[src/rtl/irrigation_scheduler_if.sv]
// Handshake bundle between the scheduler, its two job requesters and the
// pump/valve executor.
//   host_valid/host_job/host_ready : host command decoder job offer
//   auto_valid/auto_job/auto_ready : moisture trigger job offer
//   sched_enable, flush            : scheduler control
//   exec_start + exec_* fields     : job dispatch to the executor
//   exec_busy                      : executor running a job
// slave = scheduler side, master = requester/executor side.
interface irrigation_scheduler_if;
   logic        host_valid;
   logic [21:0] host_job;
   logic        host_ready;
   logic        auto_valid;
   logic [21:0] auto_job;
   logic        auto_ready;
   logic        sched_enable;
   logic        flush;
   logic        exec_start;
   logic        exec_action;
   logic [4:0]  exec_pump_time;
   logic [7:0]  exec_position;
   logic [7:0]  exec_distance;
   logic        exec_busy;

   modport slave (
      input  host_valid, host_job, auto_valid, auto_job, sched_enable, flush, exec_busy,
      output host_ready, auto_ready, exec_start, exec_action, exec_pump_time,
             exec_position, exec_distance
   );

   modport master (
      output host_valid, host_job, auto_valid, auto_job, sched_enable, flush, exec_busy,
      input  host_ready, auto_ready, exec_start, exec_action, exec_pump_time,
             exec_position, exec_distance
   );
endinterface

[src/rtl/irrigation_scheduler.sv]
// Watering job scheduler: queues jobs from the host and the auto trigger,
// arbitrates round-robin when only one slot is free, and dispatches one job at
// a time to the executor with a start/busy handshake, a settle gap after each
// job and a timeout that drops jobs the executor never acknowledges.
// Ports:
//   clock, reset  : clock, synchronous active-high reset
//   bus           : requester/executor handshake (slave side)
//   queue_count   : entries stored
//   sched_busy    : FSM not idle
//   err_timeout   : 1-cycle pulse when a job is dropped for lack of ack
//   err_count     : saturating count of dropped jobs
module irrigation_scheduler #(
   parameter int          DEPTH       = 4,
   parameter int          ADDR_W      = 2,
   parameter logic [23:0] GAP_CYCLES  = 24'd10_000_000,
   parameter logic [15:0] ACK_TIMEOUT = 16'd1000
) (
   input  logic                 clock,
   input  logic                 reset,
   irrigation_scheduler_if.slave bus,
   output logic [ADDR_W:0]      queue_count,
   output logic                 sched_busy,
   output logic                 err_timeout,
   output logic [7:0]           err_count
);
   typedef enum logic [2:0] {IDLE, ISSUE, ACK, RUN, GAP} state_t;

   localparam logic [ADDR_W:0] FULL    = (ADDR_W+1)'(DEPTH);
   localparam logic [ADDR_W:0] FULL_M2 = (ADDR_W+1)'(DEPTH - 2);

   state_t              state, next;
   logic [21:0]         mem [DEPTH];
   logic [ADDR_W-1:0]   wr_ptr, rd_ptr;
   logic                rr_auto;     // 1: auto wins the next contended single slot
   logic [23:0]         tmr;         // cycles spent in the current state
   logic [24:0]         tmr_inc;
   logic                can_acc, contend, issue_go;
   logic [ADDR_W:0]     n_acc;

   // Contention only matters when exactly one slot is left; with two or more
   // free both sides go in together, host first.
   assign can_acc        = !bus.flush && (queue_count < FULL);
   assign contend        = bus.host_valid && bus.auto_valid && (queue_count > FULL_M2);
   assign bus.host_ready = can_acc && bus.host_valid && (!contend || !rr_auto);
   assign bus.auto_ready = can_acc && bus.auto_valid && (!contend ||  rr_auto);
   assign n_acc          = (ADDR_W+1)'(bus.host_ready) + (ADDR_W+1)'(bus.auto_ready);

   // Pop happens on the IDLE->ISSUE edge so exec_* are already valid while
   // exec_start is high. A flush in the same cycle wins over the pop.
   assign issue_go   = (state == IDLE) && bus.sched_enable && (queue_count != '0) &&
                       !bus.exec_busy && !bus.flush;
   assign sched_busy = (state != IDLE);
   assign tmr_inc    = {1'b0, tmr} + 25'd1;

   always_ff @(posedge clock) begin
      if (bus.host_ready) mem[wr_ptr] <= bus.host_job;
      if (bus.auto_ready) mem[wr_ptr + ADDR_W'(bus.host_ready)] <= bus.auto_job;
   end

   always_ff @(posedge clock) begin
      if (reset) begin
         queue_count <= '0;
         wr_ptr      <= '0;
         rd_ptr      <= '0;
         rr_auto     <= 1'b0;
      end else begin
         if (bus.flush) begin
            queue_count <= '0;
            wr_ptr      <= '0;
            rd_ptr      <= '0;
         end else begin
            queue_count <= queue_count + n_acc - (ADDR_W+1)'(issue_go);
            wr_ptr      <= wr_ptr + ADDR_W'(n_acc);
            rd_ptr      <= rd_ptr + ADDR_W'(issue_go);
         end
         if (contend && bus.host_ready) rr_auto <= 1'b1;
         if (contend && bus.auto_ready) rr_auto <= 1'b0;
      end
   end

   always_ff @(posedge clock) begin
      if (reset) begin
         state              <= IDLE;
         tmr                <= '0;
         bus.exec_start     <= 1'b0;
         bus.exec_action    <= 1'b0;
         bus.exec_pump_time <= '0;
         bus.exec_position  <= '0;
         bus.exec_distance  <= '0;
         err_count          <= '0;
      end else begin
         state          <= next;
         tmr            <= (next != state) ? '0 : tmr + 24'd1;
         bus.exec_start <= issue_go;
         if (issue_go)
            {bus.exec_action, bus.exec_pump_time, bus.exec_position, bus.exec_distance} <= mem[rd_ptr];
         if (err_timeout && (err_count != 8'hFF))
            err_count <= err_count + 8'd1;
      end
   end

   always_comb begin
      next        = state;
      err_timeout = 1'b0;
      case (state)
         IDLE:  if (issue_go) next = ISSUE;
         ISSUE: next = ACK;
         ACK: begin
            if (bus.exec_busy) next = RUN;
            else if (tmr_inc >= {9'd0, ACK_TIMEOUT}) begin
               next        = GAP;
               err_timeout = 1'b1;
            end
         end
         RUN:   if (!bus.exec_busy) next = GAP;
         // tmr_inc >= 1 always, so a zero gap still spends one cycle here
         GAP:   if (tmr_inc >= {1'b0, GAP_CYCLES}) next = IDLE;
         default: next = IDLE;
      endcase
   end
endmodule
[src/flat_wrapper.sv]
// flat-port wrapper written by rule: the top's interface ports become plain ports
module irrigation_scheduler_flat 
#(
   parameter int          DEPTH       = 4,
   parameter int          ADDR_W      = 2,
   parameter logic [23:0] GAP_CYCLES  = 24'd10_000_000,
   parameter logic [15:0] ACK_TIMEOUT = 16'd1000
)
  (clock, reset, queue_count, sched_busy, err_timeout, err_count, bus_host_valid, bus_host_job, bus_auto_valid, bus_auto_job, bus_sched_enable, bus_flush, bus_exec_busy, bus_host_ready, bus_auto_ready, bus_exec_start, bus_exec_action, bus_exec_pump_time, bus_exec_position, bus_exec_distance);
  irrigation_scheduler_if bus_i ();
  input  logic clock;
  input  logic reset;
  output logic [ADDR_W:0] queue_count;
  output logic sched_busy;
  output logic err_timeout;
  output logic [7:0] err_count;
  input wire logic [$bits(bus_i.host_valid)-1:0] bus_host_valid;
  input wire logic [$bits(bus_i.host_job)-1:0] bus_host_job;
  input wire logic [$bits(bus_i.auto_valid)-1:0] bus_auto_valid;
  input wire logic [$bits(bus_i.auto_job)-1:0] bus_auto_job;
  input wire logic [$bits(bus_i.sched_enable)-1:0] bus_sched_enable;
  input wire logic [$bits(bus_i.flush)-1:0] bus_flush;
  input wire logic [$bits(bus_i.exec_busy)-1:0] bus_exec_busy;
  output wire logic [$bits(bus_i.host_ready)-1:0] bus_host_ready;
  output wire logic [$bits(bus_i.auto_ready)-1:0] bus_auto_ready;
  output wire logic [$bits(bus_i.exec_start)-1:0] bus_exec_start;
  output wire logic [$bits(bus_i.exec_action)-1:0] bus_exec_action;
  output wire logic [$bits(bus_i.exec_pump_time)-1:0] bus_exec_pump_time;
  output wire logic [$bits(bus_i.exec_position)-1:0] bus_exec_position;
  output wire logic [$bits(bus_i.exec_distance)-1:0] bus_exec_distance;
  assign bus_i.host_valid = bus_host_valid;
  assign bus_i.host_job = bus_host_job;
  assign bus_i.auto_valid = bus_auto_valid;
  assign bus_i.auto_job = bus_auto_job;
  assign bus_i.sched_enable = bus_sched_enable;
  assign bus_i.flush = bus_flush;
  assign bus_i.exec_busy = bus_exec_busy;
  assign bus_host_ready = bus_i.host_ready;
  assign bus_auto_ready = bus_i.auto_ready;
  assign bus_exec_start = bus_i.exec_start;
  assign bus_exec_action = bus_i.exec_action;
  assign bus_exec_pump_time = bus_i.exec_pump_time;
  assign bus_exec_position = bus_i.exec_position;
  assign bus_exec_distance = bus_i.exec_distance;
  irrigation_scheduler #(.DEPTH(DEPTH), .ADDR_W(ADDR_W), .GAP_CYCLES(GAP_CYCLES), .ACK_TIMEOUT(ACK_TIMEOUT)) u_core (.clock(clock), .reset(reset), .bus(bus_i), .queue_count(queue_count), .sched_busy(sched_busy), .err_timeout(err_timeout), .err_count(err_count));
endmodule
[config.mk]
export PLATFORM = sky130hd
export DESIGN_NAME = irrigation_scheduler_flat
export DESIGN_NICKNAME = d
export VERILOG_FILES = /design/src/rtl/irrigation_scheduler_if.sv /design/src/rtl/irrigation_scheduler.sv /design/src/flat_wrapper.sv
export SDC_FILE = /design/constraint.sdc
export NUM_CORES = 1
export LEC_CHECK = 0
export CAP_MARGIN = 20
export CORE_MARGIN = 10
export CORE_UTILIZATION = 55
export DETAILED_ROUTE_END_ITERATION = 10
export PLACE_DENSITY_LB_ADDON = 0.15
export SKIP_CTS_REPAIR_TIMING = 1
export SLEW_MARGIN = 20
export SYNTH_ARGS = -nofsm -noshare
export SYNTH_HDL_FRONTEND = slang
export SYNTH_SLANG_ARGS = --single-unit
[constraint.sdc]
create_clock -name clock -period 5.04 [get_ports clock]
set_input_delay 1.512 -clock clock [delete_from_list [all_inputs] [get_ports clock]]
set_output_delay 1.512 -clock clock [all_outputs]
set_load 0.005 [all_outputs]
==> metrics.yaml, run 1 <==
synthesis.area_um2: 7780
clock_power_share: 0.428
power_density_nw_per_um2: 304
vias: 5529
start_kind: "register"
max-vdd-ir-drop_mv: 0.331
hold_path.class: "reg -> reg"
hpwl_um: 12300
routed_wl_um: 17900
num_io_pins: 89
first_global_vias: 5510
cts_buffers: 17
maxSlewViolCount: 0
p_int_w: 0.00222
final_nets: 804
drc: 0
hold_viol_final: 0
die_w_um: 139
cp_data_arrival_time_ps: 3320
avgSynthCellArea_um2: 12.0
power_w: 0.00290
worst_slew_pin_slew_ps: 741
maxCapViolCount: 0
drt_iter0_drc: 487
grt_max_degree: 46
cts.sinks: 154
p_leak_nw: 3.15
final_util: 0.688
yosys_warnings: 0
dp_slack_ps: 507
core_area_um2: 13900
start_util: 0.561
io_buffers: 88
place.gp.congestion: 0.893
cts.path.max_buffers: 2
period_minus_slack_ps: 4830
yosysSeqAreaShare: 0.509
netSwitchingFraction: 0.233
fin_worst_skew_ps: 9.98
criticalPathCategory: "reg -> out"
ys_types: 66
rows: 43
root_buffer: "clkbuf_16"
grt_first_pass_wirelength_um: 28900
drtAntennaViolNets: 0
async_reset_ff_frac: 0
critPathMaxFanout: 8
drive_above_1_share: 0.282
clk_latency_ps: 420
synthToLayoutAreaGrowth_pct: 22.7
cts.clk_slew.worst_paths_ps: 60
synth_area_leaders: "edfxtp_1, dfxtp_1, mux2_2"
syn_inst: 651
final.setup.worst_slack_ps: 208
power.switching_w: 0.000674
dieArea_um2: 19300
fillers: 1024
fmax_mhz: 207
slew-limit-headroom: 0.506
pwr-share-seq: 0.483
finalSetupViolations: 0
grt_use_total: 0.183
synthFlopType: "edfxtp_1"
dp.cells: 904
vias_per_cell: 5.91
outcome: "finished, final reports clean"
syn_nets: 712
end_kind: "primary output"
r2r_slack_ps: 1920
routedWlPerCell_um: 19.2
grt.overflow.total: 0
synth_top_area_share: 0.340
yosys.area.top_type: "edfxtp_1"
instances_no_fill: 936
antenna_found_initial: 0
ys_seq_elements: 154
die_h_um: 139
synth_edf_count: 88
combPwrFrac: 0.089
required_ps: 3530
dr.pass1.iters: 5
antennaDiodeCount: 0
setup_tns_ps: 0
cts_max_level: 4
cts_tree: "yes"
final.period_utilization: 0.959
## cell usage after synthesis, drive strengths merged (4+ instances only)
| master | count |
|---|---|
| nand4 | 14 |
| nor4 | 8 |
| dfxtp | 66 |
| xor2 | 9 |
| nor2b | 5 |
| or3 | 4 |
| ha | 9 |
| edfxtp | 88 |
| xnor2 | 23 |
| nor2 | 51 |
| a21oi | 28 |
| nand2 | 62 |
| mux4 | 22 |
| clkbuf | 20 |
| or4 | 5 |
| and3 | 5 |
| nand3 | 17 |
| inv | 18 |
| o31a | 4 |
| nand2b | 4 |
| o21ai | 9 |
| and4 | 5 |
| buf | 17 |
| nor3 | 21 |
| mux2 | 91 |
## layout by cell type (no fill, tap or decap), types with 3 or more instances in the layout
master,instances
nor2_2,20
ha_1,8
inv_1,17
clkbuf_16,17
inv_8,3
clkdlybuf4s50_1,88
nand3_1,16
nor2_1,30
xor2_1,9
nand2_1,62
and3_1,5
mux2_2,91
nand2b_1,4
or4_1,4
a31oi_1,3
o31a_1,4
buf_4,21
dfxtp_1,65
clkinvlp_4,3
edfxtp_1,88
a21oi_1,28
nand4_2,3
mux4_2,22
clkinv_2,3
xnor2_1,23
and4_1,5
a211oi_1,3
nor3_2,4
nor2b_1,5
and2_1,3
o21ai_0,7
nor3_1,17
o41ai_1,3
nor4_1,6
inv_6,3
nand4_1,11
## metal layers
layer	track usage	wire length [um]	vias up
met5	0	0	-
met4	0.0538	198	0
met3	0.0455	1050	17
met2	0.314	9240	206
met1	0.222	7450	2681
li1	-	-	2625
## layout make-up
cell class,count,area [um^2],area share
Tap cell,180,225,0.0236
Clock buffer,18,439,0.0460
Sequential cell,154,3970,0.415
Inverter,18,67.6,0.00708
Multi-Input combinational cell,442,3650,0.383
Timing Repair Buffer,110,1060,0.111
Clock inverter,14,136,0.0143
## kinds of logic after synthesis
family	share of synthesized area
xor gates and xnor gates	0.0360
adders and majority gates	0.0170
buffers and inverters	0.0309
and+or+nand+nor	0.150
muxes	0.198
AOI/OAI and AO/OA	0.0587
DFF	0.509
## through the flow
stage	hold slack, ps	cell area (um^2)
floorplan	453	7780
global placement	444	8930
detailed placement	447	8930
CTS	454	9510
global route	469	9550
finish	453	9550
## worst max-delay path, cell delays in order (launching register included)
cell             delay, ps
dfxtp_1                420
ha_4                   200
nand4_2                200
or4_4                  590
o22ai_1                170
a22oi_1                150
or3_4                  440
nor2_4                 190
nor2_1                  90
clkdlybuf4s50_1        450
## power by group through the flow
stage	Combinational, W	Sequential [W]	Clock, W
after floorplan	0.000144	0.00142	0
after global placement	0.000251	0.00142	0
after detailed placement	0.000257	0.00143	0
after CTS	0.000260	0.00140	0.00126
after global routing	0.000281	0.00140	0.00132
final	0.000259	0.00140	0.00124
## worst paths after layout
kind / start / to / cells after the start
worst max-delay path: u_core.tmr[1] / err_timeout / 9
worst min-delay path: u_core.bus.exec_position[7] / u_core.bus.exec_position[7] / 2
worst max register to register: u_core.tmr[5] / u_core.tmr[2] / 9
worst min register to register: u_core.bus.exec_position[7] / u_core.bus.exec_position[7] / 2
## state kept, by name (all words and copies together), names as in the netlist
register / cells
u_core.wr_ptr: 2
u_core.rd_ptr: 2
u_core.bus.exec_start: 1
u_core.tmr: 24
u_core.queue_count: 3
u_core.rr_auto: 1
u_core.bus.exec_distance: 8
u_core.mem: 88
u_core.state: 3
u_core.bus.exec_position: 8
u_core.bus.exec_action: 1
u_core.bus.exec_pump_time: 5
u_core.err_count: 8
No activity file was read; power rests on OpenSTA's default activity.
==> inputs of run 2 (changes only) <==
- HOLD_SLACK_MARGIN: default -> 0.12
==> results of run 2 <==
The final DEF is identical to that of run 1; final timing and power are the same.
